<file path="src/rtl/rx_pkg.sv">
// Shared types and defaults for the UART receive sequencer.
// The frame length counts the data bits plus the stop bit.
package rx_pkg;

    typedef enum logic [2:0] {
        IDLE       = 3'd0,
        CLEAR      = 3'd1,
        ACCEPT     = 3'd2,
        STOP_CHECK = 3'd3,
        FRAME_EVAL = 3'd4,
        LOAD       = 3'd5
    } rx_state_t;

    localparam int DEFAULT_CLKS_PER_BIT = 10;
    localparam int DEFAULT_DATA_BITS    = 8;
    localparam int DEFAULT_FRAME_BITS   = DEFAULT_DATA_BITS + 1;

    function automatic int frame_len(input int data_bits);
        return data_bits + 1;
    endfunction

endpackage

</file>
<file path="src/rtl/flex_counter.sv">
// Counter that runs 1..rollover_val and wraps back to 1, with a synchronous clear.
// rollover_flag is a decode of the registered count, high while count == rollover_val.
module flex_counter #(
    parameter int NUM_CNT_BITS = 4
) (
    input  logic                    clk,
    input  logic                    n_rst,
    input  logic                    clear,
    input  logic                    count_enable,
    input  logic [NUM_CNT_BITS-1:0] rollover_val,
    output logic [NUM_CNT_BITS-1:0] count_out,
    output logic                    rollover_flag
);

    always_ff @(posedge clk or negedge n_rst) begin
        if (!n_rst) begin
            count_out <= '0;
        end else if (clear) begin
            count_out <= '0;
        end else if (count_enable) begin
            if (count_out == rollover_val) begin
                count_out <= NUM_CNT_BITS'(1);
            end else begin
                count_out <= count_out + NUM_CNT_BITS'(1);
            end
        end
    end

    assign rollover_flag = (count_out == rollover_val);

endmodule

</file>
<file path="src/rtl/rx_sequencer.sv">
// UART receive sequencer: control FSM plus bit timing built from two flex counters.
// Times the mid-bit sample of each data bit and the stop bit, then gates the buffer load.
module rx_sequencer
    import rx_pkg::*;
#(
    parameter int CLKS_PER_BIT = DEFAULT_CLKS_PER_BIT,
    parameter int DATA_BITS    = DEFAULT_DATA_BITS,
    parameter int CNT_BITS     = 4
) (
    input  logic clk,
    input  logic n_rst,
    input  logic start_bit_detected,
    input  logic framing_error,
    output logic shift_strobe,
    output logic packet_done,
    output logic sbc_clear,
    output logic sbc_enable,
    output logic load_buffer,
    output logic rx_busy
);

    localparam logic [CNT_BITS-1:0] PERIOD_MAX = CNT_BITS'(CLKS_PER_BIT);
    localparam logic [CNT_BITS-1:0] HALF_BIT   = CNT_BITS'(CLKS_PER_BIT / 2);
    localparam logic [CNT_BITS-1:0] FRAME_MAX  = CNT_BITS'(frame_len(DATA_BITS));

    rx_state_t state;

    logic [CNT_BITS-1:0] pc;
    logic [CNT_BITS-1:0] bc;
    logic                pc_wrap;
    logic                bc_wrap;
    logic                pc_clear;
    logic                pc_enable;
    logic                bc_clear;
    logic                bc_enable;

    // The period counter already steps out of CLEAR so the first ACCEPT cycle sees pc=1;
    // both counters sit at zero through IDLE and CLEAR, so CLEAR starts them from clean.
    assign pc_clear  = (state == IDLE);
    assign pc_enable = (state == CLEAR) || (state == ACCEPT);
    assign bc_clear  = (state == IDLE) || (state == CLEAR);
    assign bc_enable = (state == ACCEPT) && pc_wrap;

    flex_counter #(
        .NUM_CNT_BITS (CNT_BITS)
    ) u_period_cnt (
        .clk           (clk),
        .n_rst         (n_rst),
        .clear         (pc_clear),
        .count_enable  (pc_enable),
        .rollover_val  (PERIOD_MAX),
        .count_out     (pc),
        .rollover_flag (pc_wrap)
    );

    flex_counter #(
        .NUM_CNT_BITS (CNT_BITS)
    ) u_bit_cnt (
        .clk           (clk),
        .n_rst         (n_rst),
        .clear         (bc_clear),
        .count_enable  (bc_enable),
        .rollover_val  (FRAME_MAX),
        .count_out     (bc),
        .rollover_flag (bc_wrap)
    );

    // bc == 0 is the start bit and never strobes; bc_wrap marks the stop bit.
    assign shift_strobe = (state == ACCEPT) && (pc == HALF_BIT) &&
                          (bc != '0) && (bc <= FRAME_MAX);
    assign packet_done  = shift_strobe && bc_wrap;

    always_ff @(posedge clk or negedge n_rst) begin
        if (!n_rst) begin
            state       <= IDLE;
            sbc_clear   <= 1'b0;
            sbc_enable  <= 1'b0;
            load_buffer <= 1'b0;
            rx_busy     <= 1'b0;
        end else begin
            sbc_clear   <= 1'b0;
            sbc_enable  <= 1'b0;
            load_buffer <= 1'b0;
            case (state)
                IDLE: begin
                    if (start_bit_detected) begin
                        state     <= CLEAR;
                        sbc_clear <= 1'b1;
                        rx_busy   <= 1'b1;
                    end
                end
                CLEAR: begin
                    state <= ACCEPT;
                end
                ACCEPT: begin
                    if (packet_done) begin
                        state      <= STOP_CHECK;
                        sbc_enable <= 1'b1;
                    end
                end
                STOP_CHECK: begin
                    state <= FRAME_EVAL;
                end
                FRAME_EVAL: begin
                    if (framing_error) begin
                        state   <= IDLE;
                        rx_busy <= 1'b0;
                    end else begin
                        state       <= LOAD;
                        load_buffer <= 1'b1;
                    end
                end
                LOAD: begin
                    state   <= IDLE;
                    rx_busy <= 1'b0;
                end
                default: begin
                    state   <= IDLE;
                    rx_busy <= 1'b0;
                end
            endcase
        end
    end

endmodule

</file>
<file path="config.mk">
export PLATFORM = sky130hd
export DESIGN_NAME = rx_sequencer
export DESIGN_NICKNAME = d
export VERILOG_FILES = /design/src/rtl/rx_pkg.sv /design/src/rtl/flex_counter.sv /design/src/rtl/rx_sequencer.sv
export SDC_FILE = /design/constraint.sdc
export NUM_CORES = 1
export LEC_CHECK = 0
export ABC_AREA = 0
export CAP_MARGIN = 30
export CORE_MARGIN = 2
export CORE_UTILIZATION = 40
export CTS_CLUSTER_DIAMETER = 50
export DETAILED_ROUTE_END_ITERATION = 8
export RECOVER_POWER = 100
export SYNTH_ARGS = -nofsm -noshare
export SYNTH_HDL_FRONTEND = slang
export SYNTH_SLANG_ARGS = --single-unit
</file>
<file path="constraint.sdc">
create_clock -name clk -period 4.1 [get_ports clk]
set_input_delay 0.41 -clock clk [delete_from_list [all_inputs] [get_ports clk]]
set_output_delay 0.41 -clock clk [all_outputs]
set_load 0.02 [all_outputs]
</file>
---- Yosys cells after proc, flatten, opt, wreduce, memory -nomap -nowiden ----
Cells that the tools add are included.
word-level totals
  register bits ........................... 15
  bits of input ports ..................... 4
  logic and storage cells ................. 54
operators by class
  add/sub/neg operators ................... 2
  $lt $le $gt $ge ......................... 1
  eq/ne operators ......................... 10
  mux-type cells .......................... 19
  bitwise operators ....................... 1
  reductions and logical operators ........ 14
operators by type and width
  kind                                                 count
  two-way mux 4 bit                                    6
  one-hot mux 3 bit (5 select lines)                   1
  two-way mux 3 bit                                    3
  adder 4 x 1 -> 4 bit, second input constant          2
  equality test 4 bit, second input constant           2
  two-way mux 1 bit                                    8
  equality test 3 x 2 -> 1 bit, second input constant  2
  != test 2 bit, second input constant                 3
  logical AND 1 bit                                    5
  equality test 4 x 3 -> 1 bit, second input constant  1
  <= comparator 4 bit, second input constant           1
  nonzero test 2 bit                                   2
  nonzero test 4 bit                                   1
  equality test 3 x 1 -> 1 bit, second input constant  1
  equality test 3 bit, second input constant           1
  logical NOT 3 bit                                    1
  one-hot mux 1 bit (3 select lines)                   1
  AND reduction 3 bit                                  1
  OR reduction 3 bit                                   1
  logical OR 1 bit                                     2
  AND reduction 2 bit                                  1
  inverter 1 bit                                       1

---- Depth between registers and ports, before layout ----
Gate-level depths: netlist of run 1.
  depth in word-level cells ............... 7
  depth in mapped cells ................... 5

---- By module ----
From an unflattened synthesis of run 1, not the netlist that was laid out.
second synthesis, totals
  cells, all modules ...................... 91
  area, all modules ....................... 928.4 µm²
modules (own cells, without submodules)
  module        times used  cells an instance  area each (µm²)  seq. area each (µm²)
  flex_counter  2           27                 281.5            100.1
  rx_sequencer  1           37                 365.4            175.2

---- Worst setup path after synthesis of run 1 ----
OpenSTA, ideal clock, no wires.
  kind .................................... register to output
  start ................................... reg u_period_cnt.count_out[0]
  end ..................................... out shift_strobe
  data arrival time ....................... 1.744 ns
  data required time ...................... 3.690 ns
  path slack .............................. 1.946 ns
  stages on the path, launching flop included .. 5
  path buffers ............................ 1
  path through ............................ dfrtp_1 buf_6 or3b_1 or4_4 nor3_1
between the ends
  longest elaborated chain between the ends .. 4
ends and longest elaborated chain
  element                          RTL line            text
  start: declaration               flex_counter.sv:11  output logic [NUM_CNT_BITS-1:0] count_out,
  start signal: assignment         flex_counter.sv:24  count_out <= count_out + NUM_CNT_BITS'(1);
  equality test 4 x 3 -> 1 bit     rx_sequencer.sv:69  assign shift_strobe = (state == ACCEPT) && (pc == HALF_BIT) &&
  logical AND 1 bit (2 in series)  rx_sequencer.sv:69
  logical AND 1 bit                rx_sequencer.sv:70  (bc != '0) && (bc <= FRAME_MAX);
  end: declaration                 rx_sequencer.sv:14  output logic shift_strobe,
Every way passes these cells.

---- Final worst setup path of run 1 ----
  start ................................... reg state[0]
  end ..................................... out shift_strobe
between the ends
  longest elaborated chain between the ends .. 4
ends and longest elaborated chain
  element                          RTL line            text
  start: declaration               rx_sequencer.sv:26  rx_state_t state;
  start signal: assignment         rx_sequencer.sv:75  state <= IDLE;
  start signal: assignment         rx_sequencer.sv:87  state <= CLEAR;
  start signal: assignment         rx_sequencer.sv:93  state <= ACCEPT;
  equality test 3 x 2 -> 1 bit     rx_sequencer.sv:69
  logical AND 1 bit (2 in series)  rx_sequencer.sv:69
  logical AND 1 bit                rx_sequencer.sv:70
Every way passes these cells.

==> qor.yml, run 1 <==
clock_tree:
  cts_resized: 0
  ctsHoldBuffers: 0
  post_cts_buffers: 0
  cts_root_buf: "clkbuf_4"
  cts_sinks: 15
  cts_buffer_depth: 2
  clk_pin_slew_ns: 0.10
  cts_buffers: 3
  cts_tree: "done"
  htree_levels: 1
  clock_latency_ns: 0.28
worst_setup_path:
  cp-end-kind: "primary output"
  crit_path_max_incr_delay_ns: 0.69
  worstSetupPathType: "flop to primary output"
  worst-path-stages: 4
  worstPathArrival_ns: 2.52
  crit_path_start_kind: "flop"
  reg2reg_depth: 4
  cp_slowest_cell: "dlygate4sd3_1"
  required_ns: 3.69
  worst-path-max-fanout: 11
  cp_top_family: "simple AND/OR/NAND/NOR gates"
  crit_chain: "or3b_1, or4_1, nor3_1, dlygate4sd3_1"
  critPathBufInv: 1
logic_synthesis:
  synth_largest_area_cell: "dfrtp_1"
  synth-edff-count: 0
  ys_seq_area_frac: 0.462
  syn_inst: 87
  synth_seq_cells: 15
  synth_fp_nets: 91
  async_flop_share: 1.00
  yosysWarnings: 0
  synth.top_cells.by_area: "dfrtp_1 (46%), nand2_1 (4.6%), nor2_1 (3.7%)"
  synth.most_common_cell: "dfrtp_1"
  synth_area_per_cell_um2: 9.35
  synthTopCellsByCount: "dfrtp_1 (15), nand2_1 (10), nor2_1 (8)"
  synth_cell_types: 38
  synth_top_area_frac: 0.462
  synthFlopType: "dfrtp_1"
  syn_area_um2: 813
power:
  comb_power_share: 0.351
  p_sw_w: 0.000216
  seqPwrFrac: 0.488
  irDropWorstVdd_mv: 0.341
  p_sw_frac: 0.411
  clockPowerShare: 0.161
  p_leak_nw: 0.396
  powerDensity_nw_per_um2: 568
  p_int_w: 0.000310
timing:
  whs_ns: 0.564
  timing.setup.tns_ns: 0
  worst_pin_slew_ns: 0.681
  hold_viol: 0
  max_clock_freq_ghz: 0.341
  slew_violations: 0
  skew_ns: 0.00877
  rsz0062_at_grt: "no"
  fin_crit_sh: 0.716
  setup_viol: 0
  relSlewSlack: 0.544
  finalCriticalPeriod_ns: 2.93
floorplanning:
  initial_core_util: 0.419
  floorplan.rows: 16
  die_y_um: 49.1
  ios: 10
  coreArea_um2: 1940
  dieArea_um2: 2410
  dieWidth_um: 49.1
detailed_routing:
  drt_iter0_markers: 10
  ant_nets: 0
  wl_um: 1540
  vias: 664
  first_pass_iters: 4
  drc_errors: 0
  viasPerCell: 5.44
  wl_per_cell_um: 12.6
worst_hold_path:
  min_path_cells: 2
  hold_class: "flop to flop"
global_route:
  grt_max_degree: 17
  grt_overflow: 0
  grt_util_all_layers: 0.153
  antenna_found_initial: 0
  grt_pass1_vias: 642
  grt_pass1_wl_um: 2880
placement:
  portBuffers: 9
  place_area_um2: 911
  dp_hpwl_um: 1110
  globalplace.congestion: 0.732
finish:
  multi_input_area_um2: 389
  nNetsFinal: 100
  final-seq-area_um2: 375
  drive_above_1_share: 0.0421
  syn_to_final_growth_pct: 14.0
  fillers: 202
  diodes: 0
  final_area_um2: 927
  final_util: 0.477
run:
  maxCapViolCount: 0
run_status:
  status: "completed"
-- power groups by stage --
stage	Combinational, W	Sequential (W)	Clock [W]
2_1_floorplan	0.000182	0.000223	0
3_3_place_gp	0.000196	0.000256	0
3_5_place_dp	0.000194	0.000259	0
4_1_cts	0.000195	0.000257	0.0000914
5_1_grt	0.000215	0.000270	0.0000978
6_report	0.000185	0.000257	0.0000848
-- layer usage --
| layer | vias up | share of wire | track usage | wire (um) |
|---|---|---|---|---|
| met5 | - | 0 | 0 | 0 |
| met1 | 318 | 0.48 | 0.207 | 745 |
| met3 | 2 | 0.041 | 0.0215 | 63 |
| met4 | 0 | 0.0058 | 0.0714 | 9 |
| met2 | 14 | 0.47 | 0.241 | 724 |
| li1 | 330 | - | - | - |
-- area by class of cell --
class	count	share of cell area
Clock buffer	3	0.0243
Clock inverter	1	0.00540
Inverter	3	0.0121
Multi-Input combinational cell	64	0.420
Sequential cell	15	0.405
Tap cell	27	0.0364
Timing Repair Buffer	9	0.0972
-- path summary, 6_finish.rpt --
path / start / to / slack [ns]
hold / removal: rx_busy / rx_busy / 0.56
min in group asynchronous: n_rst / u_bit_cnt.count_out[3] / 0.60
setup / recovery: state[0] / shift_strobe / 1.17
setup reg to reg: state[0] / state[0] / 2.36
hold reg to reg: rx_busy / rx_busy / 0.56
max in group asynchronous: n_rst / state[1] / 3.06
-- worst reg2reg max path: cells and delay by family (launching register included) --
family           cells  cell delay (ns)
flip-flops           1             0.50
AND/OR/NAND/NOR      3             1.03
AO/OA/AOI/OAI        1             0.15
-- logic make-up after synthesis --
kind of cell	after synthesis	synth area share
xor gates and xnor gates	2	0.0215
and+or+nand+nor	41	0.277
adders and majority gates	1	0.0123
DFF	15	0.462
muxes	1	0.0123
AOI/OAI and AO/OA	19	0.169
buffers and inverters	8	0.0461
-- metrics by stage --
stage                     power [W]  std cells  worst slack [ns]
after global routing       0.000582        122              1.02
after floorplan            0.000405         87              1.95
after detailed placement   0.000454        118              1.54
after CTS                  0.000543        122              1.21
after global placement     0.000452        118              1.56
final                      0.000527        122              1.17
-- cell usage in the layout (no fill, tap or decap), drive strengths merged, types with 2 or more instances in the layout --
cell,n
clkbuf,3
nor2,9
dfrtp,15
nand2,10
a21o,3
nor2b,2
inv,3
o21ai,3
nor4,3
nor3,4
dlygate4sd3,7
clkdlybuf4s50,2
nand2b,2
a21oi,2
xnor2,2
nand3,3
-- flip-flops by register name, summed over array words and instances, names as in the netlist --
name,cells
sbc_enable,1
load_buffer,1
u_period_cnt.count_out,4
sbc_clear,1
u_bit_cnt.count_out,4
state,3
rx_busy,1
Note: power is estimated with default switching activity, not from simulation.
==> run 2, diff against run 1 <==
- clock period: 4.1 -> 2.95 ns (I/O delays scaled with it)
==> qor.yml, run 2 (synthesis results as in run 1) <==
run_status:
  status: "completed"
timing:
  max_clock_freq_ghz: 0.355
  setup_viol: 0
  finalCriticalPeriod_ns: 2.82
  rsz0062_at_grt: "no"
  relSlewSlack: 0.533
  fin_crit_sh: 0.955
  worst_pin_slew_ns: 0.698
  worst_slack_ns: 0.133
  skew_ns: 0.00170
  timing.setup.tns_ns: 0
  hold_viol: 0
  slew_violations: 0
floorplanning:
  die_y_um: 49.1
  dieArea_um2: 2410
  ios: 10
  floorplan.rows: 16
  dieWidth_um: 49.1
  coreArea_um2: 1940
  initial_core_util: 0.419
finish:
  fillers: 191
  top_regs: "u_bit_cnt.count_out (4), u_period_cnt.count_out (4), state (3)"
  stdcell_count: 124
  syn_to_final_growth_pct: 15.7
  drive_above_1_share: 0.0515
  final_cell_mix: "dfrtp_1 (15), nand2_1 (10), nor2_1 (9), dlygate4sd3_1 (7), nor3_1 (4)"
  nNetsFinal: 102
  diodes: 0
  final_common_cell: "dfrtp_1"
detailed_routing:
  ant_nets: 0
  wl_per_cell_um: 13.1
  viasPerCell: 5.43
  vias: 673
  first_pass_iters: 4
  drt_iter0_markers: 11
  drc_errors: 0
  wl_um: 1630
clock_tree:
  post_cts_buffers: 0
  clock_latency_ns: 0.29
  ctsHoldBuffers: 0
  cts_sinks: 15
  cts_tree: "done"
  clk_pin_slew_ns: 0.09
  cts_root_buf: "clkbuf_4"
  cts_buffers: 3
  cts_buffer_depth: 2
  htree_levels: 1
  cts_resized: 0
worst_setup_path:
  crit_path_start_kind: "flop"
  required_ns: 2.65
  worstPathArrival_ns: 2.52
  worst-path-max-fanout: 11
  worstSetupPathType: "flop to primary output"
  cp-end-kind: "primary output"
placement:
  pre_cts_ws_ns: 0.496
  globalplace.congestion: 0.734
  portBuffers: 9
  dp_hpwl_um: 1160
  dp_cells: 120
run:
  maxCapViolCount: 0
power:
  clockPowerShare: 0.161
  comb_power_share: 0.428
  p_int_w: 0.000446
  p_sw_w: 0.000312
  p_leak_nw: 0.401
  powerDensity_nw_per_um2: 806
  seqPwrFrac: 0.412
  p_sw_frac: 0.411
  irDropWorstVdd_mv: 0.420
worst_hold_path:
  hold_class: "input port to async pin"
global_route:
  grt_pass1_wl_um: 2860
  grt_overflow: 0
  grt_pass1_vias: 639
  antenna_found_initial: 0
  grt_util_all_layers: 0.153
  grt_max_degree: 16
[run 2: layout make-up]
type | count | area (um^2) | area share
repair buffers | 11 | 101 | 0.108
well taps | 27 | 33.8 | 0.0359
flip-flops and latches | 15 | 375 | 0.399
multi-input cells | 64 | 393 | 0.418
inverters | 3 | 11.3 | 0.0120
clock buffers | 4 | 26.3 | 0.0279
[run 2: power by group through the flow]
stage	Sequential, W	Combinational [W]	Clock, W
after global routing	0.000325	0.000364	0.000135
after floorplan	0.000310	0.000253	0
after CTS	0.000313	0.000339	0.000126
after detailed placement	0.000317	0.000337	0
final	0.000312	0.000324	0.000122
after global placement	0.000313	0.000340	0
[run 2: worst paths after layout]
| kind | start | to | slack (ns) | cells past startpoint |
|---|---|---|---|---|
| setup / recovery | state[0] | shift_strobe | 0.13 | 4 |
| hold / removal | n_rst | u_bit_cnt.count_out[3] | 0.48 | 1 |
| setup reg to reg | state[0] | state[0] | 1.23 | 4 |
| hold reg to reg | rx_busy | rx_busy | 0.57 | 2 |
| max in group asynchronous | n_rst | u_period_cnt.count_out[0] | 2.03 | 1 |
| min in group clk | rx_busy | rx_busy | 0.57 | 2 |
[run 2: critical path, cell delays in order (launching register included)]
cell and delay [ns]:
dfrtp_1 0.51, or3b_1 0.41, or4_4 0.44, nor3_1 0.18
dlygate4sd3_1 0.69
[run 2: metal layers]
metal | global-route usage | vias to the layer above | share of wire
li1 | - | 335 | -
met1 | 0.196 | 322 | 0.50
met3 | 0.0245 | 5 | 0.031
met2 | 0.239 | 11 | 0.44
met4 | 0.100 | 0 | 0.030
met5 | 0 | - | 0
[run 2: metrics by stage]
step                total power, W  cell area (um^2)  hold slack (ns)   util
floorplan                 0.000563               813        -0.000591      -
global placement          0.000653               926            0.564  0.477
detailed placement        0.000654               926            0.565  0.477
CTS                       0.000778               952            0.435  0.490
global route              0.000823               941            0.552  0.485
finish                    0.000758               941            0.483  0.485
==> run 3, diff against run 2 <==
- SLEW_MARGIN: unset -> 20
==> results of run 3 <==
Same layout as run 2: the final DEF is identical, and so are final timing and power.
